===== src/rtl/npu_loader_pkg.sv =====
// Shared types and sizing for the sparse chunk loader.
// Geometry is fixed here so stage modules agree on widths.
package npu_loader_pkg;

  localparam int MEM_SIZE        = 128;
  localparam int BUS_SIZE        = 32;
  localparam int PREFIX_SUM_SIZE = 8;
  localparam int SRC_ADDR_W      = 12;

  function automatic int beats_of(int mem, int bus);
    return mem / bus;
  endfunction

  function automatic int segs_of(int mem, int ps);
    return mem / ps;
  endfunction

  function automatic int spb_of(int bus, int ps);
    return bus / ps;
  endfunction

  localparam int BEATS = beats_of(MEM_SIZE, BUS_SIZE);
  localparam int SEGS  = segs_of(MEM_SIZE, PREFIX_SUM_SIZE);
  localparam int SPB   = spb_of(BUS_SIZE, PREFIX_SUM_SIZE);

  localparam int BEAT_W = $clog2(BEATS);
  localparam int SEG_W  = $clog2(SEGS);
  localparam int SUB_W  = (SPB > 1) ? $clog2(SPB) : 1;

  typedef logic [BEAT_W-1:0] beat_idx_t;
  typedef logic [SEG_W-1:0]  seg_idx_t;
  typedef logic [SUB_W-1:0]  sub_idx_t;

  typedef enum logic [1:0] {
    IDLE,
    READ,
    DRAIN
  } state_t;

endpackage


===== src/rtl/seg_last_finder.sv =====
// Finds the highest non-empty segment within one write beat.
// Purely combinational; any_o is low when the beat is all zero.
import npu_loader_pkg::*;

module seg_last_finder (
  input  logic [BUS_SIZE-1:0] sparsemap_i,
  output logic                any_o,
  output sub_idx_t            seg_o
);

  // Ascending scan: the last nonzero segment seen wins.
  always_comb begin
    any_o = 1'b0;
    seg_o = '0;
    for (int s = 0; s < SPB; s++) begin
      if (|sparsemap_i[s*PREFIX_SUM_SIZE +: PREFIX_SUM_SIZE]) begin
        any_o = 1'b1;
        seg_o = sub_idx_t'(s);
      end
    end
  end

endmodule


===== src/rtl/sparse_chunk_loader.sv =====
// Streams one chunk per start from source SRAM into a double-banked
// chunk memory, tracking bank occupancy and the last non-empty segment.
import npu_loader_pkg::*;

module sparse_chunk_loader (
  input  logic                  clk_i,
  input  logic                  rst_i,
  input  logic                  start_i,
  input  logic [SRC_ADDR_W-1:0] chunk_base_i,
  output logic                  start_ready_o,
  input  logic                  bank_release_i,
  input  logic                  bank_release_sel_i,
  output logic [1:0]            bank_full_o,
  output logic                  src_rd_en_o,
  output logic [SRC_ADDR_W-1:0] src_rd_addr_o,
  input  logic [BUS_SIZE-1:0]   src_sparsemap_i,
  input  logic [BUS_SIZE*8-1:0] src_data_i,
  output logic                  wr_valid_o,
  output logic [BEAT_W-1:0]     wr_count_o,
  output logic                  wr_sel_o,
  output logic [BUS_SIZE-1:0]   wr_sparsemap_o,
  output logic [BUS_SIZE*8-1:0] wr_nonzero_data_o,
  output logic                  chunk_done_o,
  output logic [SEG_W-1:0]      chunk_last_seg_o,
  output logic                  chunk_empty_o
);

  state_t                  state_q, state_d;
  beat_idx_t               cnt_q;
  logic [SRC_ADDR_W-1:0]   base_q;
  logic                    bank_q;
  logic                    next_sel_q;
  logic [1:0]              full_q, full_d;
  logic                    wr_valid_q;
  beat_idx_t               wr_count_q;
  logic                    trk_any_q, trk_any_d;
  seg_idx_t                trk_seg_q, trk_seg_d;
  logic                    done_q;
  seg_idx_t                last_seg_q;
  logic                    empty_q;

  logic                    start_acc;
  logic                    drain_exit;
  logic                    rd_en;
  logic                    beat_any;
  sub_idx_t                beat_sub;
  seg_idx_t                cand;
  logic                    hit;

  assign start_ready_o = (state_q == IDLE) && !full_q[next_sel_q];
  assign start_acc     = start_i && start_ready_o;
  assign drain_exit    = (state_q == DRAIN);
  assign rd_en         = (state_q == READ);

  always_comb begin
    state_d = state_q;
    unique case (state_q)
      IDLE:    if (start_acc) state_d = READ;
      READ:    if (cnt_q == beat_idx_t'(BEATS-1)) state_d = DRAIN;
      DRAIN:   state_d = IDLE;
      default: state_d = IDLE;
    endcase
  end

  seg_last_finder u_find (
    .sparsemap_i (src_sparsemap_i),
    .any_o       (beat_any),
    .seg_o       (beat_sub)
  );

  assign cand = SEG_W'(wr_count_q) * SEG_W'(SPB) + SEG_W'(beat_sub);
  assign hit  = wr_valid_q && beat_any;

  // Beats arrive in order, so the newest hit is always the maximum.
  assign trk_any_d = trk_any_q | hit;
  assign trk_seg_d = hit ? cand : trk_seg_q;

  // The bank under load cannot be released; set and clear may coincide.
  always_comb begin
    full_d = full_q;
    if (bank_release_i &&
        !((state_q != IDLE) && (bank_release_sel_i == bank_q)))
      full_d[bank_release_sel_i] = 1'b0;
    if (drain_exit)
      full_d[bank_q] = 1'b1;
  end

  always_ff @(posedge clk_i or posedge rst_i) begin
    if (rst_i) begin
      state_q    <= IDLE;
      cnt_q      <= '0;
      base_q     <= '0;
      bank_q     <= 1'b0;
      next_sel_q <= 1'b0;
      full_q     <= 2'b00;
      wr_valid_q <= 1'b0;
      wr_count_q <= '0;
      trk_any_q  <= 1'b0;
      trk_seg_q  <= '0;
      done_q     <= 1'b0;
      last_seg_q <= '0;
      empty_q    <= 1'b0;
    end else begin
      state_q    <= state_d;
      cnt_q      <= rd_en ? cnt_q + 1'b1 : '0;
      wr_valid_q <= rd_en;
      wr_count_q <= cnt_q;
      done_q     <= drain_exit;
      full_q     <= full_d;
      if (start_acc) begin
        base_q    <= chunk_base_i;
        bank_q    <= next_sel_q;
        trk_any_q <= 1'b0;
        trk_seg_q <= '0;
      end else begin
        trk_any_q <= trk_any_d;
        trk_seg_q <= trk_seg_d;
      end
      if (drain_exit) begin
        last_seg_q <= trk_any_d ? trk_seg_d : '0;
        empty_q    <= !trk_any_d;
        next_sel_q <= ~next_sel_q;
      end
    end
  end

  assign src_rd_en_o       = rd_en;
  assign src_rd_addr_o     = rd_en ? base_q + SRC_ADDR_W'(cnt_q) : '0;
  assign bank_full_o       = full_q;
  assign wr_valid_o        = wr_valid_q;
  assign wr_count_o        = wr_count_q;
  assign wr_sel_o          = bank_q;
  assign wr_sparsemap_o    = src_sparsemap_i;
  assign wr_nonzero_data_o = src_data_i;
  assign chunk_done_o      = done_q;
  assign chunk_last_seg_o  = last_seg_q;
  assign chunk_empty_o     = empty_q;

endmodule

===== config.mk =====
export PLATFORM = sky130hd
export DESIGN_NAME = sparse_chunk_loader
export DESIGN_NICKNAME = d
export VERILOG_FILES = /design/src/rtl/npu_loader_pkg.sv /design/src/rtl/seg_last_finder.sv /design/src/rtl/sparse_chunk_loader.sv
export SDC_FILE = /design/constraint.sdc
export NUM_CORES = 1
export LEC_CHECK = 0
export CAP_MARGIN = 20
export CORE_AREA = 3 3 238 240
export CTS_CLUSTER_SIZE = 24
export DETAILED_ROUTE_END_ITERATION = 16
export DIE_AREA = 0 0 241 243
export GPL_TIMING_DRIVEN = 0
export PLACE_DENSITY_LB_ADDON = 0.1
export RECOVER_POWER = 50
export SLEW_MARGIN = 40
export SYNTH_ARGS = -nofsm -noshare
export SYNTH_HDL_FRONTEND = slang
export SYNTH_SLANG_ARGS = --single-unit

===== constraint.sdc =====
create_clock -name clk_i -period 2.67 [get_ports clk_i]
set_input_delay 0.801 -clock clk_i [delete_from_list [all_inputs] [get_ports clk_i]]
set_output_delay 0.801 -clock clk_i [all_outputs]
set_load 0.1 [all_outputs]

# After elaboration in Yosys (flattened, before gate mapping)
# Cells that the tools add are included.
[word_totals]
register_bits = 34
in_bits = 305
elab_cells = 73
[classes]
addsub = 3
order_cmp = 5
eq_ne = 6
mux = 24
n_bitwise = 5
reduce_logical = 17
[op_table]
columns = ["cell", "n"]
rows = [
  ["8-bit OR reduction", 4],
  ["2-bit 2-to-1 mux", 7],
  ["12-bit by 2-bit adder with 12-bit output", 1],
  ["12-bit 2-to-1 mux", 1],
  ["4-bit 2-to-1 mux", 3],
  ["1-bit 2-to-1 mux", 10],
  ["1-bit logical AND", 7],
  ["1-bit by 2-bit less-than comparator with 1-bit output (second input constant)", 3],
  ["4-bit by 2-bit adder with 4-bit output", 1],
  ["2-bit == test (second input constant)", 2],
  ["2-bit case mux with 2 select lines", 1],
  ["1-bit logical NOT", 3],
  ["2-bit by 1-bit adder with 2-bit output (second input constant)", 1],
  ["2-bit bitwise AND", 1],
  ["1-bit demux with 1-bit select", 2],
  ["2-bit by 1-bit == test with 1-bit output (second input constant)", 1],
  ["1-bit greater-or-equal comparator (second input constant)", 2],
  ["2-bit logical NOT", 1],
  ["2-bit by 1-bit inequality test with 1-bit output (second input constant)", 1],
  ["2-bit inequality test (second input constant)", 1],
  ["2-bit inverter", 1],
  ["2-bit bitwise OR", 1],
  ["2-bit AND reduction", 1],
  ["2-bit nonzero test", 1],
  ["other kinds (3)", 3],
]

# Depth between registers and ports, before layout
# Gate-level depths: netlist of the first run.
[logic_depth]
word_depth = 9
ltp_mapped = 7
mapped_depth_nobuf = 7

# Cells and area by module
# Synthesis of the first run repeated with hierarchy kept, for this count alone.
[unflattened]
cells_unflattened = 447
hier_area_um2 = 3870.0
[modules_own_cells]
columns = ["mod", "instances", "cells_each", "area_per_inst_um2", "seq_area_each_um2"]
rows = [
  ["sparse_chunk_loader", 1, 433, 3774.9, 850.8],
  ["seg_last_finder", 1, 14, 95.1, 0.0],
]

# Worst setup path after synthesis of the first run
# No wires, ideal clock.
[synth_timing]
kind = "reg-to-reg"
from = "reg full_q[0] (netlist: bank_full_o[0])"
to = "reg bank_q (netlist: wr_sel_o)"
setup_time_ps = 120
arrival_ps = 3831
setup_slack_ps = -1280
path_stages_with_launch = 7
path_buffers = 1
path_cell_list = "dfrtp_1 nor2b_1 a2111oi_2 nand2_1 buf_2 nand2_1 nand2_1"
[synth_via]
elab_chain_cells = 5
[synth_lines]
columns = ["element", "line_no", "text"]
rows = [
  ["start, declared", "sparse_chunk_loader.sv:33", "logic [1:0] full_q, full_d;"],
  ["start signal, assigned", "sparse_chunk_loader.sv:109", "full_q <= full_d;"],
  ["1-bit 2-to-1 mux (implied by the code) (2 in series)", "sparse_chunk_loader.sv:50", "assign start_ready_o = (state_q == IDLE) && !full_q[next_sel_q];"],
  ["1-bit logical NOT", "sparse_chunk_loader.sv:50", ""],
  ["1-bit logical AND", "sparse_chunk_loader.sv:50", ""],
  ["via start_ready_o", "sparse_chunk_loader.sv:10", "output logic start_ready_o,"],
  ["1-bit logical AND", "sparse_chunk_loader.sv:51", "assign start_acc = start_i && start_ready_o;"],
  ["end signal, assigned", "sparse_chunk_loader.sv:112", "bank_q <= next_sel_q;"],
  ["end, declared", "sparse_chunk_loader.sv:31", "logic bank_q;"],
]
# The timed path passes the listed nets, and every way through them passes these cells. The select of a mux whose other input is x is not followed.
# A chain may end at the register's enable or synchronous reset.

# Worst setup path in the final report of the first run
[layout_timing]
from = "reg cnt_q[0]"
to = "out src_rd_addr_o[8]"
[layout_via]
elab_chain_cells = 2
[layout_lines]
columns = ["element", "line_no", "text"]
rows = [
  ["start, declared", "sparse_chunk_loader.sv:29", "beat_idx_t cnt_q;"],
  ["start signal, assigned", "sparse_chunk_loader.sv:105", "cnt_q <= rd_en ? cnt_q + 1'b1 : '0;"],
  ["12-bit by 2-bit adder with 12-bit output", "sparse_chunk_loader.sv:128", "assign src_rd_addr_o = rd_en ? base_q + SRC_ADDR_W'(cnt_q) : '0;"],
  ["12-bit 2-to-1 mux", "sparse_chunk_loader.sv:128", ""],
  ["end, declared", "sparse_chunk_loader.sv:15", "output logic [SRC_ADDR_W-1:0] src_rd_addr_o,"],
]
# Every way passes these cells.

==> run metrics, run 1 <==
Final Skew 4.26 ps; commonest non-fill, non-tap cells in the layout 297 x buf_4, 295 x buf_2, 55 x nand2_1; unrepaired setup endpoints after global routing yes; Final Max Slew Viols 0; Final Worst Setup Slack -145 ps; part of the power in registers 0.141; most common library cell in the layout ignoring fill and taps buf_4; Layout Nets 1156; power dissipated by switching net loads 0.00467 W; vias in the first global route 3918; depth of the worst hold-timing path 2; worst skew pair latency 280 ps; largest area contributor in the synthesized netlist buf_4; maximum capacitance violations 0; clock share of power 0.109; count of synthesis-stage warnings from yosys 0; sequential fraction of the synthesis area 0.222; Initial Utilization 0.0699; Worst Hold Margin 469 ps; pwr dens 983 mW/mm²; type of element capturing the critical path output pin; vias per cell 2.52; sw frac 0.636; half-perimeter wire length of the detailed placement result 18400 µm; Slew HR 0.651; wirelength, routed 20400 µm; buffers added on ports 362; clock buffer count from CTS 5; failing checks setup timing; post-route minimum period 2810 ps; final routed DRC violation total 0; DIE WIDTH 241 µm; class of the tightest hold or removal check register to register; reg-to-reg critical path startpoint state_q[0]$_DFFE_PP0P_; maximum number of pins on one net before global-route repair 22; library cell used as clock root buffer clkbuf_16; synthesized netlist cell count 471; slowest stage cell, crit path fa_2; last weighted congestion value of the routability-driven placer 0.703; initial antenna violation count 0; clk slew on worst S/H paths 70 ps; cells along the critical path ha_4, fa_2, nand2_2, nor2_4, nand3_2, xor2_2, nor2_4, buf_12; ANT nets after route 0; DIE AREA 0.0586 mm²; count of H-tree levels built during CTS 2; CP Class register to output pin; destination of the worst register-to-register timing path bank_full_o[0]$_DFF_PP0_; # rows 86; count of flip-flops with a built-in enable after synthesis 0; Combinational Power Share 0.750; fraction of registers with async set/reset 1.00; antenna diode instance count 0; Sinks on Clock Net 34; status finished, violations left; Achievable Freq 355 MHz; P_leak 3.80 nW; peak supply drop 0.385 mV; number of distinct library cells after synthesis 34; combined area of all synthesized cells 0.00383 mm²; arrival time worst endpoint 2010 ps; top-level I/O count 619; TritonCTS clock tree built; global routing usage summed across all routing layers 0.0626; transition time at the pin with the least slew margin 527 ps; final critical-path share of the clock period 1.05; vertical die dimension 243 µm; first-pass iteration count of the detailed router 3; fraction of layout cells with a size suffix above 1 0.784; number of hold-slack violations in the final timing report 0; critical path data required time 1870 ps; crit path max fanout 3; end point of the worst hold path chunk_empty_o$_DFFE_PP0P_; global-route wire length before repair 26700 µm; depth of the most critical reg-to-reg path 5; share of the synthesized area in the top cell type 0.564; most common flop cell mapped by yosys dfrtp_1; total negative slack -743 ps; Layout area overhead 94.8%; per-instance average area after synthesis 8.14 µm²; Worst Setup Start Kind register; overall via count from detail_route 3908; post-synthesis net count 780; Crit path top cell by count nor2_4; post-synthesis sequential element count 34; average wire length per cell after detail routing 13.1 µm; main area contributors after synthesis buf_4 56%, dfrtp_1 22%, nand2_1 5.5%; reg-to-reg slack, setup 930 ps; final setup violating endpoints 10; Slowest Stage Delay on Critical Path 450 ps; core outline area 0.0549 mm²; initial drt markers 58; start point of the worst min-delay path chunk_empty_o$_DFFE_PP0P_; total gr overflow 0; Max Root-Sink Buffers 2; internal portion of total power 0.00267 W
synth_stat cells, drive strengths merged (2+ instances only):
cell type / n
nor2b: 2
inv: 3
a21oi: 6
ha: 3
and2: 5
clkbuf: 2
o21ai: 6
a31oi: 3
xor2: 5
nor4: 8
nor2: 17
nand2: 56
dfrtp: 34
buf: 291
nand3: 9
o31ai: 3
xnor2: 5
nand2b: 2
worst max-delay path by stage:
stage / from / to / slack (ps) / cells past startpoint
final: cnt_q[0]$_DFF_PP0_ / src_rd_addr_o[8] / -140 / 8
after global routing: cnt_q[0]$_DFF_PP0_ / src_rd_addr_o[8] / -220 / 8
after global placement: cnt_q[1]$_DFF_PP0_ / src_rd_addr_o[11] / -1170 / 7
after floorplan: cnt_q[1]$_DFF_PP0_ / src_rd_addr_o[5] / -100 / 4
after CTS: cnt_q[0]$_DFF_PP0_ / src_rd_addr_o[10] / -180 / 8
after detailed placement: cnt_q[1]$_DFF_PP0_ / src_rd_addr_o[11] / -420 / 7
final cells by class:
cell class                      instances  area (µm²)
Sequential cell                        34         857
Inverter                                4        17.5
Fill cell                            6314       47400
Clock buffer                            5         125
Buffer                                293        2220
Timing Repair Buffer                  369        2290
Multi-Input combinational cell        140        1010
Tap cell                              704         881
Clock inverter                          3        68.8
per-stage QoR:
step	power [W]	utilization	cells	setup slack (ps)	area, µm²
2_1_floorplan	0.00517	-	471	-97.9	3940
3_5_place_dp	0.00608	0.126	1538	-417	6900
4_1_cts	0.00738	0.135	1550	-177	7400
6_report	0.00734	0.136	1552	-145	7470
3_3_place_gp	0.00652	0.154	1537	-1170	8440
5_1_grt	0.00770	0.136	1552	-216	7470
worst max-delay path, delay by kind of cell (launching register included):
kind | cells | cell delay (ps)
adders and majority gates | 2 | 630
DFF | 1 | 420
and+or+nand+nor | 4 | 320
xor gates and xnor gates | 1 | 190
buffers and inverters | 1 | 170
power groups by stage:
stage / Sequential [W] / Clock (W) / Combinational, W
final: 0.00103 / 0.000802 / 0.00551
after global placement: 0.00102 / 0 / 0.00550
after global routing: 0.00108 / 0.000862 / 0.00576
after floorplan: 0.00148 / 0 / 0.00368
after detailed placement: 0.00102 / 0 / 0.00506
after CTS: 0.00104 / 0.000844 / 0.00550
logic make-up after synthesis:
logic type,count (synthesis),share of synthesized area
and+or+nand+nor,103,0.120
buffers and inverters,297,0.579
adders and majority gates,4,0.0150
DFF,34,0.222
xor gates and xnor gates,10,0.0228
AOI/OAI and AO/OA,23,0.0405
registers in the layout, indices dropped and copies added, names as in the netlist:
signal	flops
wr_valid_o	1
chunk_done_o	1
base_q	12
wr_sel_o	1
state_q	2
bank_full_o	2
cnt_q	2
trk_seg_q	4
trk_any_q	1
wr_count_o	2
next_sel_q	1
chunk_last_seg_o	4
chunk_empty_o	1
layer usage:
metal  global-route usage  wire length [µm]
met4              0.00369                24
met3               0.0144              1440
met1               0.0623              6710
met2                0.133             12200
met5                    0                 0
what timing repair did:
item	CTS	global route
pin swaps	11	8
endpoints found under the setup margin	14	20
hold buffers	0	0
gates resized for setup	65	14
hold endpoints to repair	0	0
setup buffers	4	2
No activity file was read; power rests on OpenSTA's default activity.
==> inputs of run 2 (changes only) <==
- CORE_AREA: 3 3 238 240 -> 2 2 244 246
- DIE_AREA: 0 0 241 243 -> 0 0 246 248
==> run 2 against run 1 <==
Fmax increased by 2.7%. Total power decreased by 0.79%. Sequential power about the same. Non-clock buffer count increased by 2. The run still ends with setup timing left. Utilization decreased by 0.70 points. Largest cell class unchanged.
==> run metrics, run 2 (synthesis gave the netlist of run 1 again) <==
count of H-tree levels built during CTS 2; Worst Setup Start Kind register; core outline area 0.0585 mm²; total gr overflow 0; vias per cell 2.46; critical path data required time 1870 ps; part of the power in registers 0.143; top-level I/O count 619; initial antenna violation count 0; wirelength, routed 20000 µm; maximum number of pins on one net before global-route repair 23; DIE WIDTH 246 µm; power dissipated by switching net loads 0.00470 W; internal portion of total power 0.00258 W; vias in the first global route 3915; clock buffer count from CTS 5; crit path max fanout 3; post-route minimum period 2740 ps; post-placement cell area 0.00698 mm²; most flop-heavy register base_q; first-pass iteration count of the detailed router 4; Final Skew 2.18 ps; Initial Utilization 0.0656; cell area after layout 0.00755 mm²; final setup violating endpoints 8; most common library cell in the layout ignoring fill and taps buf_4; status finished, violations left; overall via count from detail_route 3987; Slew HR 0.506; maximum capacitance violations 0; Max Root-Sink Buffers 2; arrival time worst endpoint 1940 ps; P_leak 3.78 nW; peak supply drop 0.464 mV; final critical-path share of the clock period 1.03; last weighted congestion value of the routability-driven placer 0.675; Sinks on Clock Net 34; initial drt markers 121; depth of the worst hold-timing path 2; failing checks setup timing; half-perimeter wire length of the detailed placement result 17800 µm; non-filler cells in the finished layout 1623; depth of the most critical reg-to-reg path 5; worst skew pair latency 290 ps; antenna diode instance count 0; final routed DRC violation total 0; TritonCTS clock tree built; Achievable Freq 365 MHz; transition time at the pin with the least slew margin 737 ps; Combinational Power Share 0.757; class of the tightest hold or removal check register to register; unrepaired setup endpoints after global routing yes; library cell used as clock root buffer clkbuf_16; CP Class register to output pin; number of placed instances with taps included 1607; clock share of power 0.100; Final Worst Setup Slack -70.2 ps; number of hold-slack violations in the final timing report 0; Layout area overhead 96.8%; quantity of hold-fixing buffers added after cts 0; global routing usage summed across all routing layers 0.0592; average wire length per cell after detail routing 12.4 µm; fraction of layout cells with a size suffix above 1 0.784; ANT nets after route 0; clk slew on worst S/H paths 70 ps; vertical die dimension 248 µm; buffers added on ports 362; max reg flops 12; # rows 89; type of element capturing the critical path output pin; Layout Nets 1158; Final Max Slew Viols 0; sw frac 0.646; global-route wire length before repair 26100 µm; commonest non-fill, non-tap cells in the layout 300 x buf_4, 292 x buf_2, 55 x nand2_1; DIE AREA 0.0610 mm²; pwr dens 965 mW/mm²
run 2: final timing paths:
check                                          start                         to  slack, ps
max                               cnt_q[1]$_DFF_PP0_          src_rd_addr_o[10]        -70
min                        chunk_empty_o$_DFFE_PP0P_  chunk_empty_o$_DFFE_PP0P_        490
max reg2reg                   state_q[0]$_DFFE_PP0P_   bank_full_o[0]$_DFF_PP0_        890
min reg2reg                chunk_empty_o$_DFFE_PP0P_  chunk_empty_o$_DFFE_PP0P_        490
max in group asynchronous                      rst_i         cnt_q[1]$_DFF_PP0_       1070
min in group asynchronous                      rst_i     chunk_done_o$_DFF_PP0_       1040
run 2: timing repair:
| item | in CTS | in global routing |
|---|---|---|
| pin swaps | 9 | 2 |
| setup endpoints to repair | 17 | 22 |
| hold endpoints to repair | 0 | 0 |
| setup buffers | 4 | 4 |
| resized for setup | 63 | 19 |
run 2: worst max-delay path, stage by stage (launching register included):
cell     delay, ps
dfrtp_2        450
buf_6          130
fa_2           410
nand2_2         90
nor2_4          50
nand3_2         90
xor2_2         190
nor2_4          60
buf_12         160
run 2: per-stage QoR:
stage / worst slack [ps] / hold WS (ps) / setup TNS (ps) / power [W] / util
final: -70.2 / 494 / -361 / 0.00728 / 0.129
after global placement: -1120 / 464 / -77010 / 0.00652 / 0.146
after global routing: -198 / 516 / -1420 / 0.00767 / 0.129
after detailed placement: -377 / 458 / -2470 / 0.00608 / 0.119
after floorplan: -97.9 / 406 / -134 / 0.00517 / -
after CTS: -128 / 493 / -999 / 0.00727 / 0.127
run 2: layer usage:
metal / share of wire / global-route usage / vias up
met2: 0.58 / 0.119 / 247
met5: 0 / 0 / -
li1: - / - / 1953
met1: 0.34 / 0.0610 / 1779
met4: 0.0031 / 0.00535 / 0
met3: 0.080 / 0.0179 / 8
run 2: cell type report:
type,count,area [µm²]
well taps,773,967
repair buffers,371,2310
inverters,4,20.0
plain buffers,293,2220
clock inverters,3,45.0
flip-flops and latches,34,857
fillers,6788,50900
multi-input cells,140,1000
clock buffers,5,125
run 2: power groups by stage:
stage / Clock [W] / Combinational [W] / Sequential (W)
2_1_floorplan: 0 / 0.00368 / 0.00148
3_3_place_gp: 0 / 0.00549 / 0.00103
3_5_place_dp: 0 / 0.00506 / 0.00102
4_1_cts: 0.000777 / 0.00545 / 0.00104
5_1_grt: 0.000796 / 0.00579 / 0.00108
6_report: 0.000731 / 0.00551 / 0.00104
